$ cat src/rtl/fdivsqrt_arbiter_pkg.sv
// Shared types for the divide/sqrt datapath arbiter: FSM state encoding and watchdog slack.
package fdivsqrt_arbiter_pkg;

    typedef enum logic [1:0] {
        ARB_IDLE = 2'd0,
        ARB_RUN  = 2'd1,
        ARB_RESP = 2'd2
    } arb_state_e;

    // Extra cycles the datapath may take beyond its nominal iteration count.
    localparam int WDOG_SLACK = 2;

endpackage

$ cat src/rtl/fdivsqrt_rrpick.sv
// Two-requester picker. FDIVSQRT_ARB_RR_EN selects round-robin; otherwise FP has fixed priority.
module fdivsqrt_rrpick
    import fdivsqrt_arbiter_pkg::*;
(
    input  logic clk,
    input  logic reset,
    input  logic allow_i,
    input  logic f_req_i,
    input  logic i_req_i,
    output logic f_gnt_o,
    output logic i_gnt_o
);

`ifdef FDIVSQRT_ARB_RR_EN
    logic last_int_q, last_int_d;

    // On a tie, serve whoever was not served last.
    assign f_gnt_o = allow_i & f_req_i & (~i_req_i | last_int_q);
    assign i_gnt_o = allow_i & i_req_i & (~f_req_i | ~last_int_q);

    always_comb begin
        last_int_d = last_int_q;
        if (f_gnt_o | i_gnt_o) last_int_d = i_gnt_o;
    end

    always_ff @(posedge clk) begin
        if (reset) last_int_q <= 1'b0;
        else       last_int_q <= last_int_d;
    end
`else
    logic unused_rr;
    assign unused_rr = clk | reset;

    assign f_gnt_o = allow_i & f_req_i;
    assign i_gnt_o = allow_i & i_req_i & ~f_req_i;
`endif

endmodule

$ cat src/rtl/fdivsqrt_arbiter.sv
// Arbiter sharing the iterative div/sqrt datapath between FP and integer requesters.
// Arbitration policy is set by FDIVSQRT_ARB_RR_EN (round-robin) or fixed FP priority when undefined.
module fdivsqrt_arbiter
    import fdivsqrt_arbiter_pkg::*;
#(
    parameter int TAGW   = 5,
    parameter int DURLEN = 6
) (
    input  logic              clk,
    input  logic              reset,
    input  logic              FReqE,
    input  logic [TAGW-1:0]   FTagE,
    input  logic [DURLEN-1:0] FCyclesE,
    input  logic              IReqE,
    input  logic [TAGW-1:0]   ITagE,
    input  logic [DURLEN-1:0] ICyclesE,
    input  logic              FlushE,
    input  logic              StallM,
    input  logic              UnitDoneE,
    output logic              FGntE,
    output logic              IGntE,
    output logic              UnitStartE,
    output logic              UnitIntE,
    output logic [DURLEN-1:0] UnitCyclesE,
    output logic              BusyE,
    output logic              FDoneM,
    output logic              IDoneM,
    output logic [TAGW-1:0]   DoneTagM,
    output logic              TimeoutM
);

    arb_state_e        state_q, state_d;
    logic              int_q, int_d;
    logic [TAGW-1:0]   tag_q, tag_d;
    logic [DURLEN-1:0] cyc_q, cyc_d;
    logic [DURLEN:0]   wd_q, wd_d;
    logic              tmo_q, tmo_d;
    logic              allow, any_gnt;

    assign allow = (state_q == ARB_IDLE) & ~StallM & ~FlushE & ~reset;

    fdivsqrt_rrpick u_pick (
        .clk     (clk),
        .reset   (reset),
        .allow_i (allow),
        .f_req_i (FReqE),
        .i_req_i (IReqE),
        .f_gnt_o (FGntE),
        .i_gnt_o (IGntE)
    );

    assign any_gnt     = FGntE | IGntE;
    assign UnitStartE  = any_gnt;
    assign UnitCyclesE = any_gnt ? (IGntE ? ICyclesE : FCyclesE) : cyc_q;
    assign UnitIntE    = (state_q == ARB_IDLE) ? IGntE : int_q;
    assign BusyE       = (state_q != ARB_IDLE) | any_gnt;
    assign FDoneM      = (state_q == ARB_RESP) & ~int_q;
    assign IDoneM      = (state_q == ARB_RESP) & int_q;
    assign DoneTagM    = (state_q == ARB_RESP) ? tag_q : '0;
    assign TimeoutM    = tmo_q;

    always_comb begin
        state_d = state_q;
        int_d   = int_q;
        tag_d   = tag_q;
        cyc_d   = cyc_q;
        wd_d    = wd_q;
        tmo_d   = tmo_q;
        case (state_q)
            ARB_IDLE: begin
                if (any_gnt) begin
                    state_d = ARB_RUN;
                    int_d   = IGntE;
                    tag_d   = IGntE ? ITagE : FTagE;
                    cyc_d   = UnitCyclesE;
                    wd_d    = {1'b0, UnitCyclesE} + (DURLEN+1)'(WDOG_SLACK);
                end
            end
            ARB_RUN: begin
                // Flush wins over a coincident done; the result is dropped.
                if (FlushE) begin
                    state_d = ARB_IDLE;
                    int_d   = 1'b0;
                end else if (UnitDoneE) begin
                    state_d = ARB_RESP;
                end else if (wd_q <= (DURLEN+1)'(1)) begin
                    state_d = ARB_IDLE;
                    tmo_d   = 1'b1;
                end else begin
                    wd_d = wd_q - (DURLEN+1)'(1);
                end
            end
            ARB_RESP: begin
                if (~StallM) state_d = ARB_IDLE;
            end
            default: state_d = ARB_IDLE;
        endcase
    end

    always_ff @(posedge clk) begin
        if (reset) begin
            state_q <= ARB_IDLE;
            int_q   <= 1'b0;
            tag_q   <= '0;
            cyc_q   <= '0;
            wd_q    <= '0;
            tmo_q   <= 1'b0;
        end else begin
            state_q <= state_d;
            int_q   <= int_d;
            tag_q   <= tag_d;
            cyc_q   <= cyc_d;
            wd_q    <= wd_d;
            tmo_q   <= tmo_d;
        end
    end

endmodule

$ cat config.mk
export PLATFORM = sky130hd
export DESIGN_NAME = fdivsqrt_arbiter
export DESIGN_NICKNAME = d
export VERILOG_FILES = /design/src/rtl/fdivsqrt_arbiter_pkg.sv /design/src/rtl/fdivsqrt_rrpick.sv /design/src/rtl/fdivsqrt_arbiter.sv
export SDC_FILE = /design/constraint.sdc
export NUM_CORES = 1
export LEC_CHECK = 0
export CORE_MARGIN = 2
export CORE_UTILIZATION = 45
export DETAILED_ROUTE_END_ITERATION = 6
export PLACE_DENSITY = 0.81
export SLEW_MARGIN = 20
export SYNTH_ARGS = -nofsm -noshare
export SYNTH_HDL_FRONTEND = slang
export SYNTH_SLANG_ARGS = --single-unit
$ cat constraint.sdc
create_clock -name clk -period 3.03 [get_ports clk]
set_input_delay 0.4545 -clock clk [delete_from_list [all_inputs] [get_ports clk]]
set_output_delay 0.4545 -clock clk [all_outputs]
set_load 0.01 [all_outputs]
==> results of run 1 <==
power groups by stage:
stage | clock network [mW] | registers [mW] | logic, mW
2_1_floorplan | 0 | 0.310 | 0.0731
3_3_place_gp | 0 | 0.312 | 0.148
3_5_place_dp | 0 | 0.312 | 0.152
4_1_cts | 0.236 | 0.306 | 0.154
5_1_grt | 0.243 | 0.307 | 0.168
6_report | 0.230 | 0.306 | 0.155
critical path, stage by stage:
cell             delay [ns]
clkdlybuf4s50_1        0.44
or4_1                  0.54
a211oi_1               0.29
a21oi_1                0.11
inv_1                  0.10
clkdlybuf4s50_1        0.55
final timing paths:
path	from	endpoint	slack, ns	cells past startpoint
max	FlushE	UnitCyclesE[1]	0.09	6
min	tag_q[0]$_SDFFE_PP0P_	tag_q[0]$_SDFFE_PP0P_	0.51	2
max reg2reg	state_q[0]$_SDFFE_PP0P_	wd_q[5]$_SDFFE_PP0P_	0.52	9
min reg2reg	tag_q[0]$_SDFFE_PP0P_	tag_q[0]$_SDFFE_PP0P_	0.51	2
layout by cell type (no fill, tap or decap), drive strengths merged, types with 2 or more instances in the layout:
master / instances
dfxtp: 22
nor4: 3
a211oi: 10
inv: 8
buf: 10
o211ai: 2
nor2b: 5
clkdlybuf4s50: 47
clkbuf: 3
a21o: 2
nand3: 4
a31oi: 4
mux2i: 5
o22ai: 3
nand2b: 2
nand2: 10
ha: 3
nand4: 2
a22o: 2
a21oi: 6
o21ai: 11
a22oi: 4
and3: 3
nor2: 19
nor3: 3
and2: 11
flip-flops by register name (all words and copies together), names as in the netlist:
name / cells
TimeoutM: 1
cyc_q: 6
state_q: 2
tag_q: 5
int_q: 1
wd_q: 7
cell usage after synthesis (2+ instances only):
cell type / n / area share
nor3_1: 3 / 0.011
a211oi_1: 10 / 0.055
a21oi_1: 6 / 0.022
o21ai_0: 11 / 0.040
clkbuf_1: 4 / 0.011
mux2i_1: 5 / 0.037
o22ai_1: 3 / 0.014
nand4_1: 2 / 0.0092
nor2_1: 18 / 0.049
nand3_1: 4 / 0.015
nand2_1: 8 / 0.022
a22oi_1: 4 / 0.022
o211ai_1: 2 / 0.011
a22o_1: 2 / 0.013
and2_1: 11 / 0.050
inv_1: 8 / 0.022
nor4_1: 2 / 0.0092
nand2b_1: 2 / 0.0092
dfxtp_1: 22 / 0.32
a21o_1: 2 / 0.011
a31oi_1: 4 / 0.018
and3_1: 3 / 0.014
nor2b_1: 5 / 0.023
nand2_4: 2 / 0.016
ha_1: 3 / 0.027
metrics by stage:
| stage | power, mW | setup WS [ns] | hold slack, ns | cell area, um2 |
|---|---|---|---|---|
| 2_1_floorplan | 0.383 | 0.738 | 0.472 | 1370 |
| 3_3_place_gp | 0.460 | 0.137 | 0.458 | 1930 |
| 3_5_place_dp | 0.465 | 0.0877 | 0.480 | 1930 |
| 4_1_cts | 0.695 | 0.0621 | 0.512 | 1980 |
| 5_1_grt | 0.719 | 0.00104 | 0.544 | 1980 |
| 6_report | 0.690 | 0.0928 | 0.507 | 1980 |
repair_timing:
action,4_1_cts,5_1_grt
gates resized for setup,0,1
setup buffers,0,0
endpoints found under the setup margin,0,2
per-layer routing:
metal  vias to the layer above  share of wire  wire, um
met5                         -              0         0
met4                         0          0.013        51
met2                        71           0.50      1980
met1                       689           0.41      1630
met3                         7          0.080       319
li1                        738              -         -
logic make-up after synthesis:
family | count (synthesis)
xor gates and xnor gates | 1
and+or+nand+nor | 67
muxes | 5
AOI/OAI and AO/OA | 55
adders and majority gates | 3
DFF | 22
buffers and inverters | 14
cell type report:
type                       instances  area share
tap                               31      0.0196
clock buffer                       3      0.0114
inverter                           9      0.0170
sequential                        22       0.222
multi-input combinational        131       0.440
clock inverter                     1      0.0151
timing repair buffer              57       0.275
==> flow_summary.json, run 1 <==
{
  "cts_root_buf": "clkbuf_4",
  "status": "complete, no violations",
  "synth-simple-area-share": 0.286,
  "drive_above_1_share": 0.0942,
  "core_area_mm2": 0.00283,
  "n_fill_cell": 243,
  "drc": 0,
  "synthAdderAreaFrac": 0.0275,
  "cts_sinks": 22,
  "maxCapViolations": 0,
  "slew_headroom": 0.628,
  "maxSlewViolCount": 0,
  "synth_mux_area_frac": 0.0366,
  "grt_pass1_vias": 1522,
  "grt_overflow": 0,
  "gp_congestion": 0.865,
  "num_antenna_cells": 0,
  "yosys_warnings": 0,
  "ys_ff_latch": 22,
  "cts_tree": "yes",
  "yosysSeqAreaShare": 0.322,
  "finalHoldViolCount": 0,
  "placedCellCount": 250,
  "synth.distinct_cells": 46,
  "met2_usage": 0.454,
  "cp-start-kind": "primary input",
  "finalCriticalPeriod_ns": 2.94,
  "die_w_um": 59.1,
  "vdd_drop_max_mv": 0.173,
  "area_growth_pct": 45.1,
  "ant_nets": 0,
  "firstDrtPassIters": 4,
  "use_met1": 0.288,
  "synth_xor_area_frac": 0.00641,
  "vias": 1505,
  "power_frac_seq": 0.443,
  "hp-class": "flip-flop to flip-flop",
  "area.sequential_um2": 440,
  "rsz0062_at_grt": "no",
  "ys.flop_type": "dfxtp_1",
  "crit_fanout": 2,
  "numCtsBuffers": 3,
  "final_core_util": 0.701,
  "grt_max_degree": 15,
  "cp.arrival_ns": 2.48,
  "grt_pass1_wl_um": 6790,
  "tns_ns": 0,
  "synth-compound-area-share": 0.282,
  "power_density_mw_per_mm2": 348,
  "start_util": 0.483,
  "fmax_ghz": 0.340,
  "p_clk_frac": 0.333,
  "netlist_area_mm2": 0.00137,
  "clock_latency_ns": 0.32,
  "worstMarginPinSlew_ns": 0.552,
  "die_y_um": 59.1,
  "fin_crit_sh": 0.969,
  "end_kind": "primary output",
  "drtIter0Drc": 65,
  "final_cells": 254,
  "p_leak_nw": 0.760,
  "syn_inst": 167,
  "syn_nets": 199,
  "synth_async_sr_flop_share": 0,
  "clockBufferDepth": 2,
  "synth_edf_count": 0,
  "swShare": 0.256,
  "dp_hpwl_um": 3180,
  "critical_path_class": "primary input to primary output",
  "synth_top_family_by_area": "simple AND/OR/NAND/NOR gates",
  "skew_ns": 0.00553,
  "clk_pin_slew_ns": 0.13,
  "intPower_mw": 0.514,
  "htreeDepth": 1,
  "port_buffers": 47,
  "setup_viol": 0,
  "combPwrFrac": 0.224,
  "pin_count": 48,
  "p_sw_mw": 0.176,
  "dieArea_mm2": 0.00349,
  "cp_data_required_time_ns": 2.58,
  "fin_nets": 256,
  "multi_input_area_um2": 872,
  "drt_wl_total_um": 3990,
  "wire_per_inst_um": 15.7,
  "ctsHoldBuffers": 0,
  "grtUsageTotal": 0.249,
  "avgSynthCellArea_um2": 8.18,
  "use_met3": 0.0480,
  "rows": 19,
  "busiest_layer": "met2",
  "vias_per_cell": 5.93,
  "antenna_found_initial": 0
}
Note: power is estimated with default switching activity, not from simulation.
==> inputs of run 2 (changes only) <==
- CAP_MARGIN: default -> 20
- CORE_UTILIZATION: 45 -> 40
- CTS_CLUSTER_SIZE: default -> 16
- PLACE_DENSITY: 0.81 -> 0.76
- clock period: 3.03 -> 2.4 ns (I/O delays scaled with it)
==> run 2 against run 1 <==
Routed wire length is 1.8% lower. Global-route usage decreased by 3.7 points. Sequential share of layout area is 2.0 points lower. Clock power fell by 28%. Register-to-register slack worse by 0.30 ns. Flip-flop and latch count unchanged. Power up 11%. Cell area grew 10%. Highest routed layer unchanged.
==> flow_summary.json, run 2 (synthesized netlist as in run 1, its figures left out) <==
{
  "tns_ns": 0,
  "cp_data_required_time_ns": 2.04,
  "grt_overflow": 0,
  "vdd_drop_max_mv": 0.323,
  "layout_commonest_cell": "clkdlybuf4s50_1",
  "start_util": 0.413,
  "final_cell_mix": "clkdlybuf4s50_1 (36), buf_4 (33), dfxtp_1 (22), nor2_1 (16), and2_1 (11)",
  "cp-start-kind": "primary input",
  "clk_pin_slew_ns": 0.12,
  "die_w_um": 62.4,
  "end_kind": "primary output",
  "power_mw": 0.770,
  "drc": 0,
  "core_area_mm2": 0.00331,
  "n_fill_cell": 308,
  "grt_pass1_wl_um": 6760,
  "area.sequential_um2": 440,
  "cts_tree": "yes",
  "finalCriticalPeriod_ns": 2.31,
  "fin_nets": 280,
  "clock_latency_ns": 0.30,
  "cts_root_buf": "clkbuf_4",
  "port_buffers": 47,
  "power_density_mw_per_mm2": 353,
  "drive_above_1_share": 0.244,
  "gp_congestion": 0.798,
  "vias_per_cell": 5.31,
  "antenna_found_initial": 0,
  "top_register": "wd_q",
  "drt_wl_total_um": 3920,
  "critical_path_class": "primary input to primary output",
  "cp.arrival_ns": 1.95,
  "slew_headroom": 0.700,
  "rows": 21,
  "crit_fanout": 8,
  "whs_path_depth": 2,
  "fin_crit_sh": 0.964,
  "pin_count": 48,
  "maxSlewViolCount": 0,
  "p_leak_nw": 0.905,
  "cts_sinks": 22,
  "grt_max_degree": 12,
  "firstDrtPassIters": 4,
  "final_area_mm2": 0.00218,
  "dieArea_mm2": 0.00390,
  "htreeDepth": 1,
  "place_area_mm2": 0.00213,
  "grt_pass1_vias": 1460,
  "fmax_ghz": 0.432,
  "r2r_cells": 9,
  "rsz0062_at_grt": "no",
  "multi_input_area_um2": 917,
  "grtUsageTotal": 0.212,
  "clockBufferDepth": 2,
  "hp-class": "flip-flop to flip-flop",
  "largestRegisters": "wd_q (7), cyc_q (6), tag_q (5)",
  "status": "complete, no violations",
  "maxCapViolations": 0,
  "ctsHoldBuffers": 0,
  "ant_nets": 0,
  "numCtsBuffers": 3,
  "die_y_um": 62.4,
  "num_antenna_cells": 0,
  "setup_viol": 0,
  "dp_hpwl_um": 3090,
  "vias": 1550,
  "area_growth_pct": 59.6,
  "skew_ns": 0.00320,
  "largest_reg_flops": 7,
  "wire_per_inst_um": 13.4,
  "worstMarginPinSlew_ns": 0.446,
  "finalHoldViolCount": 0,
  "drtIter0Drc": 54
}
run 2: changes by cell type in the layout (fill, tap and decap cells not counted), sizes merged, moves of 3 or more:
cell	delta
buf	+24
clkdlybuf4s50	-11
dlygate4sd2	+3
clkdlybuf4s15	+3
clkbuf	+5
run 2: layout make-up:
class | instances | area share
timing repair buffer | 81 | 0.325
inverter | 9 | 0.0155
sequential | 22 | 0.202
tap | 46 | 0.0264
multi-input combinational | 131 | 0.421
clock buffer | 3 | 0.0103
run 2: routing by layer:
layer / up-vias / part of all wire / GRT usage
met5: - / 0 / 0
met4: 0 / 0.0038 / 0.0333
met3: 2 / 0.057 / 0.0468
met2: 42 / 0.51 / 0.382
met1: 727 / 0.43 / 0.264
li1: 779 / - / -
run 2: critical path, cell delays in order:
cell             delay [ns]
clkdlybuf4s50_1        0.49
buf_4                  0.15
nor4_4                 0.04
buf_4                  0.15
nand2_4                0.12
inv_2                  0.06
or3_1                  0.30
dlygate4sd2_1          0.29
run 2: worst paths after layout:
kind	start	slack (ns)	endpoint
max	FlushE	0.09	BusyE
min	TimeoutM$_SDFFE_PP0P_	0.48	TimeoutM$_SDFFE_PP0P_
max reg2reg	state_q[0]$_SDFFE_PP0P_	0.22	wd_q[5]$_SDFFE_PP0P_
min reg2reg	TimeoutM$_SDFFE_PP0P_	0.48	TimeoutM$_SDFFE_PP0P_
run 2: metrics by stage:
step                hold slack (ns)  instances  utilization  setup slack (ns)
finish                        0.483        292        0.659            0.0861
global route                  0.513        292        0.659           0.00949
CTS                           0.493        292        0.658           0.00701
detailed placement            0.464        287        0.642            -0.402
global placement              0.462        287        0.642            -0.336
floorplan                     0.472        167            -             0.149
run 2: what timing repair did:
action	in CTS	in global routing
setup endpoints to repair	12	17
resized for setup	19	20
pin swaps	1	2
buffers inserted	2	0
run 2: power breakdown:
group	total, mW	switching (mW)	internal (mW)
Combinational	0.220	0.0994	0.121
Clock	0.165	0.106	0.0585
Sequential	0.385	0.00741	0.377
